### src/rtl/input_port_buffer_if.sv
// Link/switch handshake bundle for the input port flit buffer.
// master = link + switch side, slave = buffer side.
interface input_port_buffer_if #(
  parameter int ADDR_W = 2
);
  logic          in_valid;
  logic [127:0]  in_data;
  logic          in_ready;
  logic          have_data;
  logic [127:0]  data_out;
  logic [15:0]   dst_x;
  logic [15:0]   dst_y;
  logic          read_enable;
  logic [ADDR_W:0] count;

  modport master (
    output in_valid,
    output in_data,
    output read_enable,
    input  in_ready,
    input  have_data,
    input  data_out,
    input  dst_x,
    input  dst_y,
    input  count
  );

  modport slave (
    input  in_valid,
    input  in_data,
    input  read_enable,
    output in_ready,
    output have_data,
    output data_out,
    output dst_x,
    output dst_y,
    output count
  );
endinterface

### src/rtl/input_port_buffer.sv
// FWFT circular flit buffer for one router input port.
// Define INPUT_PORT_STATS_EN to add flit_count/stall_count.
module input_port_buffer #(
  parameter int DEPTH  = 4,
  parameter int ADDR_W = 2
) (
  input  logic clk,
  input  logic rst,
  input_port_buffer_if.slave bus
`ifdef INPUT_PORT_STATS_EN
  ,
  output logic [15:0] flit_count,
  output logic [15:0] stall_count
`endif
);

  typedef logic [ADDR_W:0]   cnt_t;
  typedef logic [ADDR_W-1:0] ptr_t;

  localparam cnt_t FULL = cnt_t'(DEPTH);

  logic [127:0] mem [DEPTH];

  ptr_t wr_ptr_q, wr_ptr_d;
  ptr_t rd_ptr_q, rd_ptr_d;
  cnt_t count_q, count_d;

  logic ready;
  logic avail;
  logic push;
  logic pop;

  assign ready = (count_q != FULL);
  assign avail = (count_q != '0);
  assign push  = bus.in_valid && ready;
  assign pop   = bus.read_enable && avail;

  always_comb begin
    wr_ptr_d = wr_ptr_q;
    rd_ptr_d = rd_ptr_q;
    count_d  = count_q;
    if (push) wr_ptr_d = wr_ptr_q + ptr_t'(1);
    if (pop)  rd_ptr_d = rd_ptr_q + ptr_t'(1);
    unique case (1'b1)
      push && !pop: count_d = count_q + cnt_t'(1);
      pop && !push: count_d = count_q - cnt_t'(1);
      default:      count_d = count_q;
    endcase
  end

  always_ff @(posedge clk or negedge rst) begin
    if (!rst) begin
      wr_ptr_q <= '0;
      rd_ptr_q <= '0;
      count_q  <= '0;
    end else begin
      wr_ptr_q <= wr_ptr_d;
      rd_ptr_q <= rd_ptr_d;
      count_q  <= count_d;
    end
  end

  // Storage is left unreset; stale slots are never visible past count.
  always_ff @(posedge clk) begin
    if (push) mem[wr_ptr_q] <= bus.in_data;
  end

  logic [127:0] head;
  assign head = avail ? mem[rd_ptr_q] : '0;

  assign bus.in_ready  = ready;
  assign bus.have_data = avail;
  assign bus.data_out  = head;
  assign bus.dst_x     = head[63:48];
  assign bus.dst_y     = head[47:32];
  assign bus.count     = count_q;

`ifdef INPUT_PORT_STATS_EN
  logic [15:0] flit_q;
  logic [15:0] stall_q;

  always_ff @(posedge clk or negedge rst) begin
    if (!rst) begin
      flit_q  <= '0;
      stall_q <= '0;
    end else begin
      if (push && flit_q != 16'hFFFF)
        flit_q <= flit_q + 16'd1;
      if (bus.in_valid && !ready && stall_q != 16'hFFFF)
        stall_q <= stall_q + 16'd1;
    end
  end

  assign flit_count  = flit_q;
  assign stall_count = stall_q;
`endif

endmodule

### src/flat_wrapper.sv
// flat-port wrapper written by rule: the top's interface ports become plain ports
module input_port_buffer_flat 
#(
  parameter int DEPTH  = 4,
  parameter int ADDR_W = 2
)
  (clk, rst, bus_in_valid, bus_in_data, bus_read_enable, bus_in_ready, bus_have_data, bus_data_out, bus_dst_x, bus_dst_y, bus_count);
  input_port_buffer_if #(.ADDR_W(ADDR_W)) bus_i ();
  input  logic clk;
  input  logic rst;
  input wire logic [$bits(bus_i.in_valid)-1:0] bus_in_valid;
  input wire logic [$bits(bus_i.in_data)-1:0] bus_in_data;
  input wire logic [$bits(bus_i.read_enable)-1:0] bus_read_enable;
  output wire logic [$bits(bus_i.in_ready)-1:0] bus_in_ready;
  output wire logic [$bits(bus_i.have_data)-1:0] bus_have_data;
  output wire logic [$bits(bus_i.data_out)-1:0] bus_data_out;
  output wire logic [$bits(bus_i.dst_x)-1:0] bus_dst_x;
  output wire logic [$bits(bus_i.dst_y)-1:0] bus_dst_y;
  output wire logic [$bits(bus_i.count)-1:0] bus_count;
  assign bus_i.in_valid = bus_in_valid;
  assign bus_i.in_data = bus_in_data;
  assign bus_i.read_enable = bus_read_enable;
  assign bus_in_ready = bus_i.in_ready;
  assign bus_have_data = bus_i.have_data;
  assign bus_data_out = bus_i.data_out;
  assign bus_dst_x = bus_i.dst_x;
  assign bus_dst_y = bus_i.dst_y;
  assign bus_count = bus_i.count;
  input_port_buffer #(.DEPTH(DEPTH), .ADDR_W(ADDR_W)) u_core (.clk(clk), .rst(rst), .bus(bus_i));
endmodule
### config.mk
export PLATFORM = sky130hd
export DESIGN_NAME = input_port_buffer_flat
export DESIGN_NICKNAME = d
export VERILOG_FILES = /design/src/rtl/input_port_buffer_if.sv /design/src/rtl/input_port_buffer.sv /design/src/flat_wrapper.sv
export SDC_FILE = /design/constraint.sdc
export NUM_CORES = 1
export LEC_CHECK = 0
export CAP_MARGIN = 20
export CORE_MARGIN = 5
export CORE_UTILIZATION = 58
export CTS_CLUSTER_DIAMETER = 100
export DETAILED_ROUTE_END_ITERATION = 16
export HOLD_SLACK_MARGIN = 0.03
export PLACE_DENSITY = 0.85
export SLEW_MARGIN = 40
export SYNTH_ARGS = -nofsm -noshare
export SYNTH_HDL_FRONTEND = slang
export SYNTH_SLANG_ARGS = --single-unit
export TNS_END_PERCENT = 5
### constraint.sdc
create_clock -name clk -period 7 [get_ports clk]
set_input_delay 1.05 -clock clk [delete_from_list [all_inputs] [get_ports clk]]
set_output_delay 1.05 -clock clk [all_outputs]
set_load 0.01 [all_outputs]
* Word level (Yosys, flattened, before mapping)
Memory sizes are Yosys's and may differ from the RTL's. Index checks and enable logic that the tools add are counted.
Storage, ports and cells: bits in registers 7, bits in latches 0, bits in writable memories 512, ROM bits 0, output and inout bits 165, word-level logic and storage cells 21, memories kept 1
Cells by class: add/subtract/negate cells 4, multiply operators 0, divide/modulo/power cells 0, $lt $le $gt $ge 0, equality and inequality tests 1, shift-type cells 0, muxes and demuxes 4, bitwise logic cells 0, reduce and logical (&&, ||, !) cells 8
Memory list:
- u_core.mem | words 4, width 128, rd ports 1, clocked after memory_dff 0, write ports 1, RTL line input_port_buffer.sv:22 | logic [127:0] mem [DEPTH];
Operators with widths (number):
- 128-bit 2-to-1 mux | 1
- 3-bit case mux with 2 select lines | 1
- 2-bit by 1-bit adder with 2-bit output, second input constant | 2
- 1-bit logical AND | 4
- 3-bit by 1-bit adder with 3-bit output, second input constant | 1
- 3-bit inequality test, second input constant | 1
- 3-bit nonzero test | 1
- 3-bit by 1-bit subtractor with 3-bit output, second input constant | 1
- 1-bit zero test | 2
- 1-bit 2-to-1 mux | 2
- 2-bit nonzero test | 1

* Depth between registers and ports, before layout
Gate-level depths: netlist of the first run.
word-level depth 5, depth in mapped cells 9, gate-level depth less buffers 9

* Worst setup path before layout of the first run
No wires, ideal clock.
kind input port to flip-flop, start point in bus_in_valid, end point mem u_core.mem[0][0] (enable), setup time 0.503 ns, data arrival time 4.031 ns, data required time 6.497 ns, path slack 2.465 ns, stages 1, buffers on the path 0, cell sequence and3_1
Between the ends: word-level cells in the longest chain between the ends 3
Ends and longest elaborated chain:
- from (decl) | RTL line flat_wrapper.sv:11 | input wire logic [$bits(bus_i.in_valid)-1:0] bus_in_valid;
- 1-bit logical AND | RTL line input_port_buffer.sv:35 | assign push = bus.in_valid && ready;
- 1-bit 2-to-1 mux | RTL line input_port_buffer.sv:65 | if (push) mem[wr_ptr_q] <= bus.in_data;
- 1-bit 2-to-1 mux (not written as such) | RTL line input_port_buffer.sv:65
- to (decl) | RTL line input_port_buffer.sv:22
Every way passes these cells.

* Worst setup path in the final report of the first run
start point reg u_core.rd_ptr_q[1], end point out bus_dst_y[0]
Between the ends: word-level cells in the longest chain between the ends 2
Ends and longest elaborated chain:
- from (decl) | RTL line input_port_buffer.sv:25 | ptr_t rd_ptr_q, rd_ptr_d;
- from (signal assigned) | RTL line input_port_buffer.sv:58 | rd_ptr_q <= rd_ptr_d;
- memory read 4 x 128 bit
- 128-bit 2-to-1 mux | RTL line input_port_buffer.sv:69 | assign head = avail ? mem[rd_ptr_q] : '0;
- to (decl) | RTL line flat_wrapper.sv:18 | output wire logic [$bits(bus_i.dst_y)-1:0] bus_dst_y;
Every way passes these cells.

==> results of run 1 <==
stage by stage:
| stage | utilization (%) | power [mW] | setup WS, ns |
|---|---|---|---|
| after global routing | 72.1 | 11.8 | 2.49 |
| after CTS | 72.0 | 11.4 | 2.51 |
| after detailed placement | 67.6 | 8.86 | 3.14 |
| after global placement | 67.5 | 8.75 | 3.12 |
| after floorplan | - | 6.93 | 2.47 |
| final | 72.1 | 11.3 | 2.62 |
critical path, stage by stage (launching register included):
cell and delay, ns:
dfrtp_4 0.95, buf_4 0.63, mux4_2 0.43, and2_1 0.20, clkdlybuf4s50_1 0.49
logic make-up after synthesis:
kind of cell	Yosys count	synth area share [%]
buffers and inverters	81	2.65
AO/OA/AOI/OAI	1	0.0250
adder cells (fa/ha/maj)	6	0.413
AND/OR/NAND/NOR	139	4.33
XOR/XNOR	6	0.263
flip-flops	519	77.8
multiplexers	129	14.5
Yosys cell counts (3+ instances only):
library cell,n
buf_6,11
xnor2_1,3
edfxtp_1,512
and2_1,130
mux4_2,128
xor2_1,3
and3_1,4
clkbuf_1,16
dfrtp_1,7
buf_4,33
inv_1,6
buf_2,15
ha_1,5
power breakdown:
part	switching (mW)	total, mW	internal [mW]
Sequential	0.235	4.35	4.11
Combinational	1.98	4.40	2.42
Clock	1.04	2.51	1.47
per-layer routing:
metal | wire length [um] | GRT usage (%)
met5 | 46 | 0
met1 | 16200 | 30.5
met4 | 856 | 5.02
met3 | 3090 | 5.30
met2 | 20300 | 33.5
worst max-delay path by stage:
| stage | cells past startpoint | endpoint | slack (ns) | from |
|---|---|---|---|---|
| detailed placement | 4 | bus_data_out[80] | 3.14 | u_core.rd_ptr_q[0]$_DFFE_PN0P_ |
| global placement | 4 | bus_data_out[43] | 3.12 | u_core.rd_ptr_q[0]$_DFFE_PN0P_ |
| floorplan | 1 | u_core.mem[0][0]$_DFFE_PP_ | 2.47 | bus_in_valid |
| finish | 4 | bus_dst_y[0] | 2.62 | u_core.rd_ptr_q[1]$_DFFE_PN0P_ |
| global route | 4 | bus_dst_y[0] | 2.49 | u_core.rd_ptr_q[1]$_DFFE_PN0P_ |
| CTS | 4 | bus_data_out[4] | 2.51 | u_core.rd_ptr_q[0]$_DFFE_PN0P_ |
state kept, by name, summed over array words and instances (netlist names):
signal            flops
u_core.bus.count      3
u_core.rd_ptr_q       2
u_core.wr_ptr_q       2
u_core.mem          512
area by class of cell:
class / count / area, um2
Clock inverter: 19 / 189
Antenna cell: 2 / 5.00
Timing Repair Buffer: 311 / 3120
Fill cell: 1940 / 9580
Tap cell: 455 / 569
Clock buffer: 65 / 1330
Multi-Input combinational cell: 281 / 3930
Inverter: 6 / 22.5
Sequential cell: 519 / 15600
==> results.cfg, run 1 <==
[synth]
yosys.area.top_type = edfxtp_1
yosysSeqAreaShare_pct = 77.8
ys_warn_count = 0
yosysTopAreaCellShare_pct = 77.0
synth_edf_count = 512
ys_top_cells_by_area = edfxtp_1 (77%), mux4_2 (14%), and2_1 (4.1%)
synth_nets = 1019
netlist_instances = 881
syn_area_um2 = 20000
async_flop_share_pct = 1.35
syn_avg_cell_area_um2 = 22.7
synth_cell_types = 21
yosys_register_bits = 519
ys.flop_type = edfxtp_1

[critical_path]
worst-setup-path-type = register to output port
r2r_setup_slack_ns = 3.94
r2r-start = u_core.bus.count[0]$_DFFE_PN0P_
cp.required_ns = 5.95
r2r-end = u_core.bus.count[2]$_DFFE_PN0P_
worstPathArrival_ns = 3.33
startpoint_type = register
rr_worst_depth = 9
cp_max_fo = 49
end_kind = output port

[cells_and_area]
most-common-layout-cells = edfxtp_1 (512), clkdlybuf4s50_1 (296), and2_1 (130)
drive_gt1_share_pct = 17.7
design_area_um2 = 24700
areaGrowthSynthToFinish_pct = 23.7
final_common_cell = edfxtp_1
nNetsFinal = 1306
instances_no_fill = 1658

[routing]
wirelength_mm = 40.6
firstDrtPassIters = 5
vias = 9476
drc = 0
avgViaCountPerCell = 5.72
wl_per_cell_um = 24.5
ant_nets = 0
first_iter_violations = 760

[job]
cap_violations = 0

[hold_path]
hold_depth = 1
hold_end = u_core.bus.count[2]$_DFFE_PN0P_
holdCritPathClass = register to register
hold_start = u_core.bus.count[2]$_DFFE_PN0P_

[clocking]
cts-root-buf = clkbuf_16
clk_latency_ns = 0.55
cts.sinks = 519
cts_hold_buf = 0
cts_setup_buffers = 0
clockBufferDepth = 3
post_cts_resized = 0
htree_levels = 2
clk_pin_slew_worst_paths_ns = 0.06
cts_made_buffers = 49
cts_tree = built

[power_and_ir_drop]
p_per_area_nw_per_um2 = 456
max-vdd-ir-drop_v = 0.000459
p_leak_nw = 8.00

[placement]
dp_hpwl_mm = 24.2
dp.cells = 1571
io_buffers = 296
place_area_um2 = 23200
finalWeightedCongestion = 0.723

[global_routing]
grt_max_degree = 74
antenna_found_initial = 4
grt-ovfl-total = 0
grt_pass1_wl_mm = 61.8
track_usage_pct = 21.1
grt_pass1_vias = 10100

[sta]
worst_slew_pin_slew_ns = 0.811
whs_ns = 0.523
min_period_over_period_pct = 62.6
min_period_ns = 4.38
rsz0062_at_grt = false
setup_viol = 0
report.final.slew_viol_count = 0
maxSlewHeadroom_pct = 45.9
finalHoldViolations = 0
skew_ns = 0.0170
final.setup.tns_ns = 0
timing.fmax_mhz = 228

[floorplan]
die-height_um = 196
start_util_pct = 58.3
core_um2 = 34300
rows = 68
die_w_um = 196
ioPinCount = 297
die_area_um2 = 38300

[outcome]
outcome = finished, final reports clean
Note: power is estimated with default switching activity, not from simulation.
==> run 2, diff against run 1 <==
--- a/config.mk
+++ b/config.mk
@@ -7,11 +7,11 @@
 export LEC_CHECK = 0
 export CAP_MARGIN = 20
 export CORE_MARGIN = 5
-export CORE_UTILIZATION = 58
+export CORE_UTILIZATION = 49
 export CTS_CLUSTER_DIAMETER = 100
 export DETAILED_ROUTE_END_ITERATION = 16
 export HOLD_SLACK_MARGIN = 0.03
-export PLACE_DENSITY = 0.85
+export PLACE_DENSITY = 0.76
 export SLEW_MARGIN = 40
 export SYNTH_ARGS = -nofsm -noshare
 export SYNTH_HDL_FRONTEND = slang
==> constraint.sdc (replaced) <==
create_clock -name clk -period 3.9 [get_ports clk]
set_input_delay 0.585 -clock clk [delete_from_list [all_inputs] [get_ports clk]]
set_output_delay 0.585 -clock clk [all_outputs]
set_load 0.01 [all_outputs]
==> run 2 against run 1 <==
Utilization decreased by 9.9 points. Final cell count increased by 6.0%. Non-clock buffer count increased by 14. First-iteration DRC count decreased by 26%. Count of clock-buffer cells in the layout increased by 7. Clock power increased by 93%. Via count decreased by 0.76%. Highest routed layer unchanged.
==> results.cfg, run 2 (same netlist as run 1, synthesis figures left out) <==
[outcome]
outcome = finished, final reports clean

[cells_and_area]
final_core_util_pct = 62.2
final_common_cell = edfxtp_1
fillers = 2781
most-common-layout-cells = edfxtp_1 (512), clkdlybuf4s50_1 (296), and2_1 (130)
largest_register_ffs = 512
areaGrowthSynthToFinish_pct = 26.3
regMostFlops = u_core.mem
drive_gt1_share_pct = 19.2
design_area_um2 = 25200
nNetsFinal = 1325

[floorplan]
rows = 74
die-height_um = 212
die_w_um = 212
start_util_pct = 49.3
core_um2 = 40600
ioPinCount = 297
die_area_um2 = 44900

[routing]
wl_per_cell_um = 22.6
top_layer = met5
dr_wl_met3_mm = 3.16
wl_met2_mm = 19.7
wl_met1_mm = 16.0
vias = 9404
ant_nets = 0
first_iter_violations = 562
wirelength_mm = 39.8
firstDrtPassIters = 5
drc = 0
avgViaCountPerCell = 5.35

[clocking]
cts_setup_buffers = 0
clk_pin_slew_worst_paths_ns = 0.06
cts_hold_buf = 0
post_cts_resized = 0
htree_levels = 2
cts_tree = built
clockBufferDepth = 3
cts.sinks = 519
cts-root-buf = clkbuf_16
clk_latency_ns = 0.57
cts_made_buffers = 54

[job]
cap_violations = 0

[critical_path]
end_kind = output port
cp_max_fo = 26
worst-setup-path-type = register to output port
cp.required_ns = 3.31
crit_start = u_core.rd_ptr_q[0]$_DFFE_PN0P_
startpoint_type = register
cpPeakStageDelay_ns = 0.82
r2r-start = u_core.bus.count[1]$_DFFE_PN0P_
worstPathArrival_ns = 2.94
slowest_stage = dfrtp_4
r2r_setup_slack_ns = 1.50
path_cells = buf_4 > mux4_2 > and2_1 > clkdlybuf4s50_1

[sta]
skew_ns = 0.0118
min_period_over_period_pct = 90.3
finalHoldViolations = 0
worst_slew_pin_slew_ns = 0.758
min_period_ns = 3.52
report.final.slew_viol_count = 0
rsz0062_at_grt = false
maxSlewHeadroom_pct = 49.4
setup_viol = 0
timing.fmax_mhz = 284

[power_and_ir_drop]
p_per_area_nw_per_um2 = 821
p_leak_nw = 8.19
max-vdd-ir-drop_v = 0.000590

[global_routing]
grt_max_degree = 63
grt_pass1_vias = 10200
track_usage_pct = 17.8
antenna_found_initial = 6
grt-ovfl-total = 0
grt_pass1_wl_mm = 60.8

[placement]
io_buffers = 296
dp_hpwl_mm = 24.7
place_area_um2 = 23600
finalWeightedCongestion = 0.727

[hold_path]
holdCritPathClass = primary input to asynchronous set/reset pin
run 2: cell types whose count changed in the layout (fill, tap and decap cells not counted):
cell and change:
clkbuf_1 +3, clkinv_1 -3, clkinv_2 +1, inv_6 +1, buf_12 +14, diode_2 +1, buf_4 +4, buf_6 -4
clkinvlp_4 +1, clkbuf_16 +4, bufinv_16 +1
run 2: cell type report:
cell class	instances	area (um2)	share of cell area, %
clock buffers	72	1440	5.71
multi-input cells	281	3930	15.6
flip-flops and latches	519	15600	61.7
clock inverters	20	229	0.908
repair buffers	325	3380	13.4
well taps	532	666	2.64
diodes	3	7.51	0.0298
inverters	6	22.5	0.0893
run 2: per-layer routing:
metal	track usage (%)	vias up
met5	0	-
met4	5.29	6
met3	4.91	66
met2	28.9	333
met1	24.2	4830
li1	-	4169
run 2: critical path, delay by kind of cell, from the launching register on:
| kind | cells | cell delay, ns |
|---|---|---|
| buf+inv | 2 | 0.82 |
| simple gates | 1 | 0.18 |
| mux | 1 | 0.53 |
| flops | 1 | 0.82 |
run 2: metrics by stage:
step	cells	total power [mW]	setup WS [ns]	hold slack (ns)	TNS, ns
floorplan	881	12.4	-0.331	0.289	-127.24
global placement	1663	16.0	0.923	0.501	0
detailed placement	1663	16.2	0.903	0.538	0
CTS	1755	21.1	0.254	0.257	0
global route	1757	21.8	0.184	0.288	0
finish	1758	20.7	0.377	0.280	0
run 2: worst paths after layout:
check,depth (start not counted),end
worst max register to register,9,u_core.bus.count[2]$_DFFE_PN0P_
max in group asynchronous,1,u_core.rd_ptr_q[1]$_DFFE_PN0P_
worst min register to register,1,u_core.bus.count[2]$_DFFE_PN0P_
worst max-delay path,4,bus_data_out[106]
worst min-delay path,1,u_core.bus.count[2]$_DFFE_PN0P_
min in group clk,1,u_core.bus.count[2]$_DFFE_PN0P_
run 2: where the power goes:
group          switching (mW)  internal (mW)
combinational            3.64           4.54
clock                    1.95           2.90
sequential              0.322           7.37
